<file path="src/rtl/ntt_pkg.sv">
`default_nettype none
// ============================================================================
// Module   : ntt_pkg
// Brief    : Shared sizing, FSM encoding and twiddle-table generator for the
//            butterfly feeder.
// Revision : 1.0
// ============================================================================
package ntt_pkg;

    localparam int DATA_WIDTH = 32;
    localparam int N_COEFF    = 256;
    localparam int NUM_GROUPS = N_COEFF / 4;
    localparam int GRP_W      = (NUM_GROUPS > 1) ? $clog2(NUM_GROUPS) : 1;

    // Twiddles are successive powers of a root of unity modulo the NTT prime
    localparam logic [63:0] ZETA_MOD  = 64'd8380417;
    localparam logic [63:0] ZETA_ROOT = 64'd1753;

    typedef enum logic [1:0] {
        ST_IDLE = 2'd0,
        ST_FILL = 2'd1,
        ST_DONE = 2'd2
    } state_t;

    function automatic logic [63:0] zeta_init(input int idx);
        logic [63:0] acc;
        acc = 64'd1;
        for (int k = 0; k < idx; k++) begin
            acc = (acc * ZETA_ROOT) % ZETA_MOD;
        end
        return acc;
    endfunction

endpackage
`default_nettype wire

</file>
<file path="src/rtl/ntt_zeta_rom.sv">
`default_nettype none
// ============================================================================
// Module   : ntt_zeta_rom
// Brief    : Combinational twiddle table, one entry per coefficient group.
// Revision : 1.0
// ============================================================================
module ntt_zeta_rom #(
    parameter int DATA_WIDTH = 32,
    parameter int NUM_GROUPS = 64,
    parameter int ADDR_W     = 6
) (
    input  logic [ADDR_W-1:0]     i_addr,
    output logic [DATA_WIDTH-1:0] o_zeta
);
    import ntt_pkg::zeta_init;

    localparam int c_rom_depth = 1 << ADDR_W;

    logic [DATA_WIDTH-1:0] w_table [c_rom_depth];

    // Pad the table to a power of two so any address decodes to a defined value
    generate
        for (genvar gi = 0; gi < c_rom_depth; gi++) begin : g_rom
            if (gi < NUM_GROUPS) begin : g_used
                localparam logic [63:0] c_val = zeta_init(gi);
                assign w_table[gi] = DATA_WIDTH'(c_val);
            end else begin : g_pad
                assign w_table[gi] = '0;
            end
        end
    endgenerate

    assign o_zeta = w_table[i_addr];

endmodule
`default_nettype wire

</file>
<file path="src/rtl/bu_feeder.sv">
`default_nettype none
// ============================================================================
// Module   : bu_feeder
// Brief    : Packs a coefficient stream into 4-beat groups plus twiddle for
//            the butterfly stage.
// Revision : 1.0
// ============================================================================
module bu_feeder #(
    parameter int DATA_WIDTH = ntt_pkg::DATA_WIDTH,
    parameter int N_COEFF    = ntt_pkg::N_COEFF
) (
    input  logic                    clk_i,
    input  logic                    reset_ni,
    input  logic                    start_i,
    input  logic [DATA_WIDTH-1:0]   coef_i,
    input  logic                    coef_valid_i,
    output logic                    coef_ready_o,
    output logic [2*DATA_WIDTH-1:0] data1_o,
    output logic [2*DATA_WIDTH-1:0] data2_o,
    output logic [DATA_WIDTH-1:0]   zeta_o,
    output logic                    valid_o,
    output logic                    busy_o,
    output logic                    done_o
);
    import ntt_pkg::*;

    localparam int                 c_num_groups = N_COEFF / 4;
    localparam int                 c_grp_w      = (c_num_groups > 1) ? $clog2(c_num_groups) : 1;
    localparam logic [c_grp_w-1:0] c_last_grp   = c_grp_w'(c_num_groups - 1);

    state_t                  r_state;
    logic [1:0]              r_beat;
    logic [c_grp_w-1:0]      r_grp;
    logic [DATA_WIDTH-1:0]   r_c0;
    logic [DATA_WIDTH-1:0]   r_c1;
    logic [DATA_WIDTH-1:0]   r_c2;
    logic [2*DATA_WIDTH-1:0] r_data1;
    logic [2*DATA_WIDTH-1:0] r_data2;
    logic [DATA_WIDTH-1:0]   r_zeta;
    logic                    r_valid;
    logic [DATA_WIDTH-1:0]   w_zeta;
    logic                    w_accept;

    ntt_zeta_rom #(
        .DATA_WIDTH (DATA_WIDTH),
        .NUM_GROUPS (c_num_groups),
        .ADDR_W     (c_grp_w)
    ) u_zeta_rom (
        .i_addr (r_grp),
        .o_zeta (w_zeta)
    );

    assign w_accept = coef_valid_i && (r_state == ST_FILL);

    always_ff @(posedge clk_i or negedge reset_ni) begin
        if (!reset_ni) begin
            r_state <= ST_IDLE;
            r_beat  <= 2'd0;
            r_grp   <= '0;
            r_c0    <= '0;
            r_c1    <= '0;
            r_c2    <= '0;
            r_data1 <= '0;
            r_data2 <= '0;
            r_zeta  <= '0;
            r_valid <= 1'b0;
        end else begin
            r_valid <= 1'b0;
            case (r_state)
                ST_IDLE: begin
                    if (start_i) begin
                        r_state <= ST_FILL;
                        r_beat  <= 2'd0;
                        r_grp   <= '0;
                    end
                end
                ST_FILL: begin
                    if (w_accept) begin
                        r_beat <= r_beat + 2'd1;
                        case (r_beat)
                            2'd0: r_c0 <= coef_i;
                            2'd1: r_c1 <= coef_i;
                            2'd2: r_c2 <= coef_i;
                            2'd3: begin
                                // Final beat goes straight into the output pair
                                r_data1 <= {r_c1, r_c0};
                                r_data2 <= {coef_i, r_c2};
                                r_zeta  <= w_zeta;
                                r_valid <= 1'b1;
                                r_grp   <= r_grp + 1'b1;
                                if (r_grp == c_last_grp) begin
                                    r_state <= ST_DONE;
                                end
                            end
                        endcase
                    end
                end
                default: r_state <= ST_IDLE;
            endcase
        end
    end

    assign coef_ready_o = (r_state == ST_FILL);
    assign busy_o       = (r_state != ST_IDLE);
    assign done_o       = (r_state == ST_DONE);
    assign valid_o      = r_valid;
    assign data1_o      = r_data1;
    assign data2_o      = r_data2;
    assign zeta_o       = r_zeta;

endmodule
`default_nettype wire

</file>
<file path="config.mk">
export PLATFORM = sky130hd
export DESIGN_NAME = bu_feeder
export DESIGN_NICKNAME = d
export VERILOG_FILES = /design/src/rtl/ntt_pkg.sv /design/src/rtl/ntt_zeta_rom.sv /design/src/rtl/bu_feeder.sv
export SDC_FILE = /design/constraint.sdc
export NUM_CORES = 1
export LEC_CHECK = 0
export ABC_AREA = 0
export CAP_MARGIN = 15
export CORE_MARGIN = 5
export CORE_UTILIZATION = 45
export DETAILED_ROUTE_END_ITERATION = 8
export GPL_TIMING_DRIVEN = 0
export PLACE_DENSITY = 0.65
export REMOVE_ABC_BUFFERS = 1
export SLEW_MARGIN = 20
export SYNTH_ARGS = -nofsm -noshare
export SYNTH_HDL_FRONTEND = slang
export SYNTH_SLANG_ARGS = --single-unit
</file>
<file path="constraint.sdc">
create_clock -name clk_i -period 5.2 [get_ports clk_i]
set_input_delay 0.78 -clock clk_i [delete_from_list [all_inputs] [get_ports clk_i]]
set_output_delay 0.78 -clock clk_i [all_outputs]
set_load 0.05 [all_outputs]
</file>
==> PnR_summary.wiki, run 1 <==
{| class="wikitable"
! Metric !! Value
|-
| Result of the run || finished clean
|-
| Remaining routing DRC violations || 0
|-
| LEAKAGE || 6.903 nW
|-
| Wire length per cell after detailed routing || 18.94 um
|-
| Synth Area per Inst || 9.579 um^2
|-
| Cell-internal power || 6.339 mW
|-
| Number of vias per cell || 5.524
|-
| Final Max Slew Viols || 0
|-
| Aggregate global routing overflow || 0
|-
| Wire length of the first global-routing pass || 54240 um
|-
| Dpl hpwl || 21160 um
|-
| Total number of vias || 9772
|-
| Sw frac || 0.4528
|-
| Predominant post-synthesis flop cell || sky130_fd_sc_hd__dfrtp_1
|-
| Cell chain of the critical path || inv_1, ha_1, and2_0, nand2_1, o211ai_1, a21oi_1, a211o_1
|-
| Via count of the first global-routing pass || 9635
|-
| Relative contribution of the clock network to total power || 0.185
|-
| Combined area of the multi-input logic cells || 5184 um^2
|-
| Number of setup buffers added after CTS || 0
|-
| Total wire length after detailed routing || 33500 um
|-
| Pin slew with the least headroom to its limit || 1.056 ns
|-
| PnR Total Power || 11.58 mW
|-
| Post-route antenna net violation count || 0
|-
| Total iterations of the first detailed-routing run || 5
|-
| Area taken by flip-flops and latches || 6466 um^2
|-
| Data required time of the critical path || 5.63 ns
|-
| Full die area || 30470 um^2
|-
| Tightest Hold Check Type || input pin to asynchronous set/reset pin
|-
| Number of enable flip-flop cells after synthesis || 0
|-
| Crit path max-delay family || flip-flops
|-
| Crit path arrival time || 3.89 ns
|-
| Overall track demand over capacity in global routing || 0.2171
|-
| Switching component of the power || 5.246 mW
|-
| Vert. Die Dim || 174.5 um
|-
| Count of standard-cell rows || 60
|-
| Clock skew || 0.009253 ns
|-
| Post-cts gate resize count || 0
|-
| Net count, final || 1457
|-
| Setup slack of the worst register-to-register path || 1.74 ns
|-
| Clock-pin slew on the worst setup and hold paths || 0.06 ns
|-
| Clock root buffer master || sky130_fd_sc_hd__clkbuf_16
|-
| Shortest period the worst path allows || 3.456 ns
|-
| Number of synthesized register bits || 258
|-
| Pin count of the biggest net entering global routing || 128
|-
| Count of maximum capacitance violations || 0
|-
| Buffer and inverter count on the worst path || 1
|-
| Worst-path maximum fanout || 22
|-
| GPL Wtd Cong || 0.9206
|-
| Antenna diodes || 0
|-
| Sequential share of the synthesized area || 0.5299
|-
| Count of fill cells added during filler insertion || 2326
|-
| Slew Limit Headroom || 0.2914
|-
| Number of clock sinks || 258
|-
| Clock tree buffer depth || 3
|-
| Initial drt markers || 846
|-
| Share of final-layout standard cells stronger than drive strength 1 || 0.1239
|-
| Final setup violation count || 0
|-
| # IOs || 200
|-
| Power density cells || 756.6 nW/um^2
|-
| Number of instances in the synthesized netlist || 1272
|-
| Hold violation total from the final report || 0
|-
| Capturing element type of the critical path || flip-flop
|-
| Total clock buffers created by CTS || 29
|-
| Cell area after synthesis || 12180 um^2
|-
| Sequential Power Share || 0.307
|-
| Critical path's largest stage delay || 0.91 ns
|-
| Latest clock arrival within the worst-skew pair || 0.55 ns
|-
| Max IR drop VDD || 0.3446 mV
|-
| Final worst path period share || 0.6647
|-
| Smallest setup slack after layout || 1.744 ns
|-
| Number of antenna violations at the first check in global routing || 0
|-
| Setup Total Neg Slack || 0 ns
|-
| Critical setup path kind || flip-flop to flip-flop
|-
| X dimension of the die || 174.5 um
|-
| Warnings from Yosys || 0
|-
| Setup Slack @ Placement || 1.515 ns
|-
| Std-Cell Core Area || 26800 um^2
|-
| Hold Buf Count CTS || 0
|-
| PortBufs || 190
|-
| Achievable clock frequency || 289.3 MHz
|-
| Async set-reset flop share out of synthesis || 1.000
|-
| Library cell contributing the largest single delay on the critical path || sky130_fd_sc_hd__dfrtp_1
|-
| Distinct cell type count of the synthesized netlist || 76
|-
| Startpoint types || flip-flop
|-
| CTS HTree Levels || 1
|-
| TritonCTS clock tree || yes
|-
| RSZ-0062 raised after global routing || no
|-
| Combinational share of power || 0.507
|-
| Effective utilization at floorplan || 0.4546
|-
| Synth-to-Final Area Change || 25.66%
|}
worst register-to-register path, cell delays in order, from the launching register on:
cell,delay (ns)
sky130_fd_sc_hd__dfrtp_1,0.91
sky130_fd_sc_hd__inv_1,0.35
sky130_fd_sc_hd__ha_1,0.87
sky130_fd_sc_hd__and2_0,0.54
sky130_fd_sc_hd__nand2_1,0.16
sky130_fd_sc_hd__o211ai_1,0.13
sky130_fd_sc_hd__a21oi_1,0.09
sky130_fd_sc_hd__a211o_1,0.29
cells by family (layout without fill, tap and decap cells):
group / count (synthesis) / after routing / synth area share
AO/OA/AOI/OAI: 200 / 200 / 0.1102
XOR/XNOR: 5 / 5 / 0.004210
adder cells (fa/ha/maj): 15 / 15 / 0.01540
buffers and inverters: 115 / 263 / 0.04888
flip-flops: 258 / 258 / 0.5299
multiplexers: 100 / 100 / 0.09314
other: 1 / 9 / 0.0003078
AND/OR/NAND/NOR: 578 / 578 / 0.1980
layout make-up:
type                    instances  share of cell area
multi-input cells             907              0.3386
clock inverters                13             0.01258
flip-flops and latches        258              0.4223
repair buffers                200              0.1410
well taps                     341             0.02787
inverters                      10            0.002942
clock buffers                  40             0.05467
power groups by stage:
| stage | combinational, mW | sequential [mW] | clock, mW |
|---|---|---|---|
| 3_3_place_gp | 5.71 | 3.64 | 0 |
| 6_report | 5.88 | 3.56 | 2.15 |
| 2_1_floorplan | 1.84 | 5.53 | 0 |
| 5_1_grt | 6.24 | 3.70 | 2.30 |
| 4_1_cts | 5.88 | 3.56 | 2.22 |
| 3_5_place_dp | 5.85 | 3.59 | 0 |
cell usage after synthesis (11+ instances only):
library cell | instances | area [um^2]
sky130_fd_sc_hd__nand2b_1 | 19 | 118.9
sky130_fd_sc_hd__nor2_1 | 37 | 138.9
sky130_fd_sc_hd__o211ai_1 | 16 | 120.1
sky130_fd_sc_hd__buf_2 | 55 | 275.3
sky130_fd_sc_hd__nand2_1 | 435 | 1633
sky130_fd_sc_hd__buf_4 | 12 | 90.09
sky130_fd_sc_hd__nor2b_1 | 12 | 75.07
sky130_fd_sc_hd__ha_1 | 15 | 187.7
sky130_fd_sc_hd__clkbuf_1 | 28 | 105.1
sky130_fd_sc_hd__nor3_1 | 18 | 90.09
sky130_fd_sc_hd__dfrtp_1 | 258 | 6456
sky130_fd_sc_hd__nand3_1 | 19 | 95.09
sky130_fd_sc_hd__o21ai_0 | 48 | 240.2
sky130_fd_sc_hd__mux2_2 | 97 | 1092
sky130_fd_sc_hd__a211oi_1 | 11 | 82.58
sky130_fd_sc_hd__a21oi_1 | 41 | 205.2
path summary, 6_finish.rpt:
path	startpoint	endpoint	cells after the start
setup / recovery	r_grp[0]$_DFFE_PN0P_	zeta_o[7]$_DFFE_PN0P_	7
hold / removal	reset_ni	data1_o[0]$_DFFE_PN0P_	1
setup reg to reg	r_grp[0]$_DFFE_PN0P_	zeta_o[7]$_DFFE_PN0P_	7
hold reg to reg	r_c0[23]$_DFFE_PN0P_	data1_o[23]$_DFFE_PN0P_	2
max in group asynchronous	reset_ni	r_c0[1]$_DFFE_PN0P_	2
min in group clk_i	r_c0[23]$_DFFE_PN0P_	data1_o[23]$_DFFE_PN0P_	2
metrics by stage:
step	util	std cells	cell area [um^2]	hold slack, ns
global placement	0.5218	1706	13980	0.4390
floorplan	-	1175	11660	0.4331
finish	0.5713	1769	15310	0.2473
CTS	0.5712	1769	15310	0.2616
global route	0.5713	1769	15310	0.2825
detailed placement	0.5328	1716	14280	0.4425
per-layer routing:
layer,vias up,global-route usage,wire length (um)
met1,4757,0.3210,15390
met5,-,0,0
met4,0,0.06416,920
met3,66,0.03936,2232
li1,4566,-,-
met2,383,0.3282,14960
sequential cells by signal, indices dropped and copies added, names as in the netlist:
signal	cells
r_c1	32
zeta_o	23
r_c2	32
data2_o	64
r_c0	32
r_beat	2
r_state	2
valid_o	1
r_grp	6
data1_o	64
cell usage in the layout, fill, tap and decap left out, types with 5 or more instances in the layout:
master                            count
sky130_fd_sc_hd__nor2_1              37
sky130_fd_sc_hd__nand3_1             19
sky130_fd_sc_hd__a311oi_1             8
sky130_fd_sc_hd__clkinv_2             5
sky130_fd_sc_hd__ha_1                15
sky130_fd_sc_hd__o22ai_1              6
sky130_fd_sc_hd__clkbuf_16           29
sky130_fd_sc_hd__and3_1               6
sky130_fd_sc_hd__mux2_2              97
sky130_fd_sc_hd__buf_16               7
sky130_fd_sc_hd__dfrtp_1            254
sky130_fd_sc_hd__a21oi_1             41
sky130_fd_sc_hd__clkdlybuf4s50_1    189
sky130_fd_sc_hd__o311ai_0             5
sky130_fd_sc_hd__nand2b_1            19
sky130_fd_sc_hd__nor3_1              18
sky130_fd_sc_hd__a31oi_1              8
sky130_fd_sc_hd__conb_1               9
sky130_fd_sc_hd__nand2_1            432
sky130_fd_sc_hd__o21ai_0             48
sky130_fd_sc_hd__nor2b_1             12
sky130_fd_sc_hd__inv_1                7
sky130_fd_sc_hd__a211oi_1            11
sky130_fd_sc_hd__o211ai_1            16
sky130_fd_sc_hd__clkbuf_8             7
No activity file was read; power rests on OpenSTA's default activity.
==> run 2, diff against run 1 <==
--- a/config.mk
+++ b/config.mk
@@ -11,7 +11,7 @@
 export CORE_UTILIZATION = 45
 export DETAILED_ROUTE_END_ITERATION = 8
 export GPL_TIMING_DRIVEN = 0
-export PLACE_DENSITY = 0.65
+export PLACE_DENSITY = 0.68
 export REMOVE_ABC_BUFFERS = 1
 export SLEW_MARGIN = 20
 export SYNTH_ARGS = -nofsm -noshare
==> constraint.sdc (replaced) <==
create_clock -name clk_i -period 3.17 [get_ports clk_i]
set_input_delay 0.4755 -clock clk_i [delete_from_list [all_inputs] [get_ports clk_i]]
set_output_delay 0.4755 -clock clk_i [all_outputs]
set_load 0.05 [all_outputs]
==> run 2 against run 1 <==
  * Critical path depth fell by 1
  * Register-to-register slack got worse by 1.5 ns
  * Maximum frequency up 18%
  * Routed wire length grew 2.6%
  * First-iteration DRC count increased by 11%
  * Die area stayed put
  * Worst setup slack worse by 1.5 ns
  * Sequential share of layout area is 0.055 points lower
  * Core utilization up 0.11 points
==> PnR_summary.wiki, run 2 (synthesized netlist as in run 1, its figures left out) <==
{| class="wikitable"
! Metric !! Value
|-
| Startpoint types || flip-flop
|-
| Via count of the first global-routing pass || 9579 (-0.58%)
|-
| Result of the run || finished clean
|-
| Full die area || 30470 um^2 (unchanged)
|-
| Aggregate global routing overflow || 0 (unchanged)
|-
| Sw frac || 0.4556 (+0.002732)
|-
| Count of standard-cell rows || 60 (unchanged)
|-
| LEAKAGE || 6.898 nW (about the same)
|-
| Clock root buffer master || sky130_fd_sc_hd__clkbuf_16
|-
| Final non-filler cell total || 1768 (-0.057%)
|-
| Clock-pin slew on the worst setup and hold paths || 0.06 ns (about the same)
|-
| Final Max Slew Viols || 0 (unchanged)
|-
| Final worst path period share || 0.9266 (+0.2620)
|-
| Initial drt markers || 940 (+11%)
|-
| Power density cells || 1238 nW/um^2 (+64%)
|-
| Area taken by flip-flops and latches || 6470 um^2 (about the same)
|-
| CTS HTree Levels || 1 (unchanged)
|-
| Library cell contributing the largest single delay on the critical path || sky130_fd_sc_hd__nor2_1
|-
| X dimension of the die || 174.5 um (unchanged)
|-
| Number of antenna violations at the first check in global routing || 1 (+1)
|-
| Relative contribution of the clock network to total power || 0.182 (-0.003)
|-
| Number of clock sinks || 258 (unchanged)
|-
| Count of placed standard cells including taps || 1717 (+0.058%)
|-
| Std-Cell Core Area || 26800 um^2 (unchanged)
|-
| Crit path arrival time || 3.39 ns (-0.50 ns)
|-
| Crit path max-delay family || simple AND/OR/NAND/NOR gates
|-
| # IOs || 200 (unchanged)
|-
| Latest clock arrival within the worst-skew pair || 0.55 ns (about the same)
|-
| TritonCTS clock tree || yes
|-
| Most used cells in the layout excluding fill and tap cells || sky130_fd_sc_hd__nand2_1 (432), sky130_fd_sc_hd__dfrtp_1 (253), sky130_fd_sc_hd__clkdlybuf4s50_1 (189), sky130_fd_sc_hd__mux2_2 (97), sky130_fd_sc_hd__o21ai_0 (48)
|-
| Cell-internal power || 10.34 mW (+63%)
|-
| Buffer and inverter count on the worst path || 1 (unchanged)
|-
| Max IR drop VDD || 0.5670 mV (+65%)
|-
| Combined area of the multi-input logic cells || 5189 um^2 (about the same)
|-
| GPL Wtd Cong || 0.9065 (-1.5%)
|-
| Wire length per cell after detailed routing || 19.45 um (+2.7%)
|-
| Leading cell type in the layout, fill and taps excluded || sky130_fd_sc_hd__nand2_1
|-
| Sequential Power Share || 0.308 (about the same)
|-
| Slew Limit Headroom || 0.2981 (+0.006692)
|-
| Synth-to-Final Area Change || 25.90%
|-
| Count of fill cells added during filler insertion || 2344 (+0.77%)
|-
| Final setup violation count || 0 (unchanged)
|-
| Cell mode on critical path || sky130_fd_sc_hd__o211ai_1
|-
| Pin count of the biggest net entering global routing || 121 (-5.5%)
|-
| Vert. Die Dim || 174.5 um (unchanged)
|-
| Total clock buffers created by CTS || 28 (-3.4%)
|-
| PnR Total Power || 18.99 mW (+64%)
|-
| RSZ-0062 raised after global routing || no
|-
| PortBufs || 190 (unchanged)
|-
| Overall track demand over capacity in global routing || 0.2195 (+0.002434)
|-
| Antenna diodes || 0 (unchanged)
|-
| Count of maximum capacitance violations || 0 (unchanged)
|-
| Tightest Hold Check Type || input pin to asynchronous set/reset pin
|-
| Switching component of the power || 8.652 mW (+65%)
|-
| Remaining routing DRC violations || 0 (unchanged)
|-
| Critical path's largest stage delay || 0.79 ns (-0.12 ns)
|-
| Total iterations of the first detailed-routing run || 6 (+1)
|-
| Worst-path maximum fanout || 102 (+360%)
|-
| Net count, final || 1459 (+0.14%)
|-
| Shortest period the worst path allows || 2.937 ns (-0.5189 ns)
|-
| Hold violation total from the final report || 0 (unchanged)
|-
| Number of vias per cell || 5.527 (about the same)
|-
| Capturing element type of the critical path || flip-flop
|-
| Cell chain of the critical path || and3b_1, nand2_8, buf_16, nor2_1, o211ai_1, o211ai_1
|-
| Share of final-layout standard cells stronger than drive strength 1 || 0.1240 (about the same)
|-
| Clock skew || 0.01074 ns (+0.001489 ns)
|-
| Achievable clock frequency || 340.4 MHz (+18%)
|-
| Total number of vias || 9772 (unchanged)
|-
| Wire length of the first global-routing pass || 54850 um (+1.1%)
|-
| Clock tree buffer depth || 3 (unchanged)
|-
| Critical setup path kind || flip-flop to flip-flop
|-
| Dpl hpwl || 21640 um (+2.3%)
|-
| Effective utilization at floorplan || 0.4546 (unchanged)
|-
| Total wire length after detailed routing || 34390 um (+2.6%)
|-
| Data required time of the critical path || 3.62 ns (-2.01 ns)
|-
| Post-layout util || 0.5724 (+0.001073)
|-
| Combinational share of power || 0.510 (+0.003)
|-
| Post-route antenna net violation count || 0 (unchanged)
|-
| Pin slew with the least headroom to its limit || 1.053 ns (-0.003508 ns)
|}
run 2: path summary, 6_finish.rpt:
path                                   startpoint                 endpoint  slack [ns]  cells after the start
max                        r_state[1]$_DFFE_PN0P_    zeta_o[1]$_DFFE_PN0P_        0.23                      6
min reg2reg                  r_c1[18]$_DFFE_PN0P_  data1_o[50]$_DFFE_PN0P_        0.46                      2
min                                      reset_ni  data2_o[24]$_DFFE_PN0P_        0.39                      2
min in group clk_i           r_c1[18]$_DFFE_PN0P_  data1_o[50]$_DFFE_PN0P_        0.46                      2
max reg2reg                r_state[1]$_DFFE_PN0P_    zeta_o[1]$_DFFE_PN0P_        0.23                      6
max in group asynchronous                reset_ni     r_c1[22]$_DFFE_PN0P_        1.70                      4
run 2: worst register-to-register path, stage by stage (launching register included):
cell and delay (ns):
sky130_fd_sc_hd__dfrtp_1 0.42, sky130_fd_sc_hd__and3b_1 0.51, sky130_fd_sc_hd__nand2_8 0.29, sky130_fd_sc_hd__buf_16 0.33
sky130_fd_sc_hd__nor2_1 0.82, sky130_fd_sc_hd__o211ai_1 0.30, sky130_fd_sc_hd__o211ai_1 0.18
run 2: repair_timing:
| item | 4_1_cts | 5_1_grt |
|---|---|---|
| hold buffers | 1 | 0 |
| endpoints found under the setup margin | 22 | 12 |
| buffers inserted | 0 | 0 |
| pin swaps | 0 | 0 |
| gates resized for setup | 2 | 3 |
| hold endpoints to repair | 34 | 0 |
| cloned | 0 | 1 |
run 2: metal layers:
layer / wire length (um) / vias up / track usage
met4: 769 / 2 / 0.05237
met2: 15670 / 413 / 0.3399
li1: - / 4558 / -
met5: 12 / - / 0
met3: 2490 / 53 / 0.03936
met1: 15450 / 4746 / 0.3231
run 2: area by class of cell:
cell class	instances	share of cell area
Clock buffer	39	0.05228
Clock inverter	10	0.01207
Inverter	10	0.002936
Multi-Input combinational cell	907	0.3383
Sequential cell	258	0.4218
Tap cell	341	0.02781
Timing Repair Buffer	203	0.1449
run 2: per-stage QoR:
stage               hold WS [ns]  TNS [ns]  instance area [um^2]  setup slack, ns
global placement          0.4412  -3014.79                 13980           -9.534
CTS                       0.3880         0                 15310          0.04033
finish                    0.3931         0                 15340           0.2326
floorplan                 0.1799    -93.40                 11660           -1.309
global route              0.4201         0                 15340           0.1037
detailed placement        0.3705    -5.842                 14310          -0.4336
run 2: power groups by stage:
stage	registers [mW]	logic, mW	clock network (mW)
5_1_grt	6.07	10.3	3.68
6_report	5.85	9.69	3.45
3_3_place_gp	5.97	9.37	0
3_5_place_dp	5.89	9.64	0
2_1_floorplan	9.08	3.02	0
4_1_cts	5.84	9.68	3.54
==> run 3, diff against run 2 <==
--- a/config.mk
+++ b/config.mk
@@ -12,7 +12,6 @@
 export DETAILED_ROUTE_END_ITERATION = 8
 export GPL_TIMING_DRIVEN = 0
 export PLACE_DENSITY = 0.68
-export REMOVE_ABC_BUFFERS = 1
 export SLEW_MARGIN = 20
 export SYNTH_ARGS = -nofsm -noshare
 export SYNTH_HDL_FRONTEND = slang
==> run 3 against run 2 <==
  * Worst setup slack got worse by 0.18 ns
  * Combinational power increased by 8%
  * Clock power decreased by 6.7%
  * Total power increased by 3.1%
  * Final cell count increased by 5.4%
  * Die area unchanged
  * Non-clock buffer count increased by 94
  * Sequential cell count unchanged
  * Core utilization increased by 0.78 points
  * Via count increased by 9.3%
  * Register-to-register slack got worse by 0.18 ns
==> PnR_summary.wiki, run 3 (synthesized netlist as in run 1, its figures left out) <==
{| class="wikitable"
! Metric !! Value
|-
| Result of the run || finished clean
|-
| Worst r2r path cells || 9 (+3)
|-
| Aggregate global routing overflow || 0 (unchanged)
|-
| RSZ-0062 raised after global routing || no
|-
| Full die area || 30470 um^2 (unchanged)
|-
| TritonCTS clock tree || yes
|-
| Count of standard-cell rows || 60 (unchanged)
|-
| Share of final-layout standard cells stronger than drive strength 1 || 0.1550 (+0.03092)
|-
| Number of cells traversed by the worst hold path || 2
|-
| Count of placed standard cells including taps || 1813 (+5.6%)
|-
| Crit path arrival time || 3.56 ns (+0.17 ns)
|-
| Vert. Die Dim || 174.5 um (unchanged)
|-
| Total iterations of the first detailed-routing run || 5 (-1)
|-
| Worst-path maximum fanout || 10 (-90%)
|-
| CTS HTree Levels || 1 (unchanged)
|-
| Remaining routing DRC violations || 0 (unchanged)
|-
| Synth-to-Final Area Change || 27.62%
|-
| Count of maximum capacitance violations || 0 (unchanged)
|-
| Post-route antenna net violation count || 0 (unchanged)
|-
| Clock root buffer master || sky130_fd_sc_hd__clkbuf_16
|-
| PortBufs || 190 (unchanged)
|-
| Max IR drop VDD || 0.8255 mV (+46%)
|-
| Total wire length after detailed routing || 46570 um (+35%)
|-
| Clock skew || 0.03743 ns (+0.02669 ns)
|-
| Total number of vias || 10680 (+9.3%)
|-
| Total clock buffers created by CTS || 28 (unchanged)
|-
| Hold violation total from the final report || 0 (unchanged)
|-
| Clock tree buffer depth || 3 (unchanged)
|-
| Wire length of the first global-routing pass || 70900 um (+29%)
|-
| Wire length per cell after detailed routing || 24.98 um (+28%)
|-
| Data required time of the critical path || 3.61 ns (about the same)
|-
| X dimension of the die || 174.5 um (unchanged)
|-
| Std-Cell Core Area || 26800 um^2 (unchanged)
|-
| Antenna diodes || 0 (unchanged)
|-
| Via count of the first global-routing pass || 11000 (+15%)
|-
| Net count, final || 1553 (+6.4%)
|-
| Most used cells in the layout excluding fill and tap cells || sky130_fd_sc_hd__nand2_1 (434), sky130_fd_sc_hd__dfrtp_1 (258), sky130_fd_sc_hd__clkdlybuf4s50_1 (189), sky130_fd_sc_hd__mux2_2 (97), sky130_fd_sc_hd__buf_2 (55)
|-
| LEAKAGE || 7.135 nW (+3.4%)
|-
| Setup Slack @ Placement || -0.7121 ns (-0.2785 ns)
|-
| Final worst path period share || 0.9829 (+0.05623)
|-
| Pin count of the biggest net entering global routing || 96 (-21%)
|-
| Final non-filler cell total || 1864 (+5.4%)
|-
| Number of vias per cell || 5.730 (+3.7%)
|-
| Pin slew with the least headroom to its limit || 0.9690 ns (-0.08389 ns)
|-
| Achievable clock frequency || 321.0 MHz (-5.7%)
|-
| Latest clock arrival within the worst-skew pair || 0.56 ns (about the same)
|-
| Clock-pin slew on the worst setup and hold paths || 0.06 ns (about the same)
|-
| Initial drt markers || 874 (-7.0%)
|-
| Effective utilization at floorplan || 0.4546 (unchanged)
|-
| Shortest period the worst path allows || 3.116 ns (+0.1783 ns)
|-
| Power density cells || 1259 nW/um^2 (+1.7%)
|-
| Final Max Slew Viols || 0 (unchanged)
|-
| Number of clock sinks || 258 (unchanged)
|-
| Dpl hpwl || 33390 um (+54%)
|-
| Final setup violation count || 0 (unchanged)
|-
| Capturing element type of the critical path || flip-flop
|-
| Setup Total Neg Slack || 0 ns (unchanged)
|-
| Number of antenna violations at the first check in global routing || 0 (-1)
|-
| Critical setup path kind || flip-flop to flip-flop
|-
| # IOs || 200 (unchanged)
|-
| Startpoint types || flip-flop
|-
| Smallest setup slack after layout || 0.05432 ns (-0.1783 ns)
|-
| Overall track demand over capacity in global routing || 0.3036 (+0.08412)
|-
| Tightest Hold Check Type || flip-flop to flip-flop
|-
| Leading cell type in the layout, fill and taps excluded || sky130_fd_sc_hd__nand2_1
|-
| Number of setup buffers added after CTS || 0 (unchanged)
|-
| GPL Wtd Cong || 1.035 (+14%)
|-
| Slew Limit Headroom || 0.3540 (+0.05592)
|}
## run 3: cell count changes in the layout (fill, tap and decap cells not counted), moves of 3 or more
cell / change
sky130_fd_sc_hd__buf_12: -3
sky130_fd_sc_hd__dfrtp_4: -3
sky130_fd_sc_hd__buf_16: -6
sky130_fd_sc_hd__bufinv_16: -3
sky130_fd_sc_hd__clkbuf_1: +28
sky130_fd_sc_hd__dfrtp_1: +5
sky130_fd_sc_hd__buf_4: +12
sky130_fd_sc_hd__buf_6: +5
sky130_fd_sc_hd__buf_2: +55
## run 3: worst paths after layout
| kind | startpoint | to | slack (ns) |
|---|---|---|---|
| worst min-delay path | r_c2[31]$_DFFE_PN0P_ | data2_o[31]$_DFFE_PN0P_ | 0.45 |
| worst min register to register | r_c2[31]$_DFFE_PN0P_ | data2_o[31]$_DFFE_PN0P_ | 0.45 |
| min in group asynchronous | reset_ni | data1_o[8]$_DFFE_PN0P_ | 0.56 |
| worst max register to register | r_grp[1]$_DFFE_PN0P_ | zeta_o[22]$_DFFE_PN0P_ | 0.05 |
| max in group asynchronous | reset_ni | data1_o[28]$_DFFE_PN0P_ | 1.66 |
| worst max-delay path | r_grp[1]$_DFFE_PN0P_ | zeta_o[22]$_DFFE_PN0P_ | 0.05 |
## run 3: critical path, cell delays in order, from the launching register on
cell and delay [ns]:
sky130_fd_sc_hd__dfrtp_1 0.51, sky130_fd_sc_hd__buf_2 0.29, sky130_fd_sc_hd__inv_1 0.21, sky130_fd_sc_hd__ha_1 0.32
sky130_fd_sc_hd__buf_2 0.30, sky130_fd_sc_hd__buf_2 0.40, sky130_fd_sc_hd__nand3b_1 0.34, sky130_fd_sc_hd__nand3_1 0.19
sky130_fd_sc_hd__o221ai_1 0.24, sky130_fd_sc_hd__o21ai_1 0.19
## run 3: timing repair
item | in CTS | in global routing
hold buffers | 1 | 0
pin swaps | 0 | 0
resized for setup | 3 | 3
setup endpoints to repair | 23 | 14
hold endpoints to repair | 39 | 0
## run 3: area by class of cell
type / count / area [um^2]
Timing Repair Buffer: 193 / 1972
Sequential cell: 258 / 6456
Clock inverter: 8 / 87.58
Inverter: 10 / 37.54
Fill cell: 2327 / 11250
Multi-Input combinational cell: 907 / 5174
Clock buffer: 43 / 837.1
Buffer: 104 / 559.3
Tap cell: 341 / 426.7
## run 3: layer usage
layer	up-vias	wire length (um)	track usage
li1	4730	-	-
met4	0	1722	0.09722
met1	5314	19960	0.4267
met5	-	0	0
met2	529	20880	0.4686
met3	107	4002	0.07134
## run 3: through the flow
step,hold slack (ns),utilization,total power [mW],area [um^2]
after floorplan,0.1799,-,12.29,12210
after global placement,0.4411,0.5426,16.19,14540
after detailed placement,0.4486,0.5449,16.22,14600
after CTS,0.4519,0.5797,19.53,15540
after global routing,0.4795,0.5802,20.48,15550
final,0.4502,0.5802,19.58,15550
## run 3: where the power goes
group | internal (mW) | switching, mW
Combinational | 3.43 | 7.09
Clock | 1.90 | 1.32
Sequential | 4.88 | 0.953
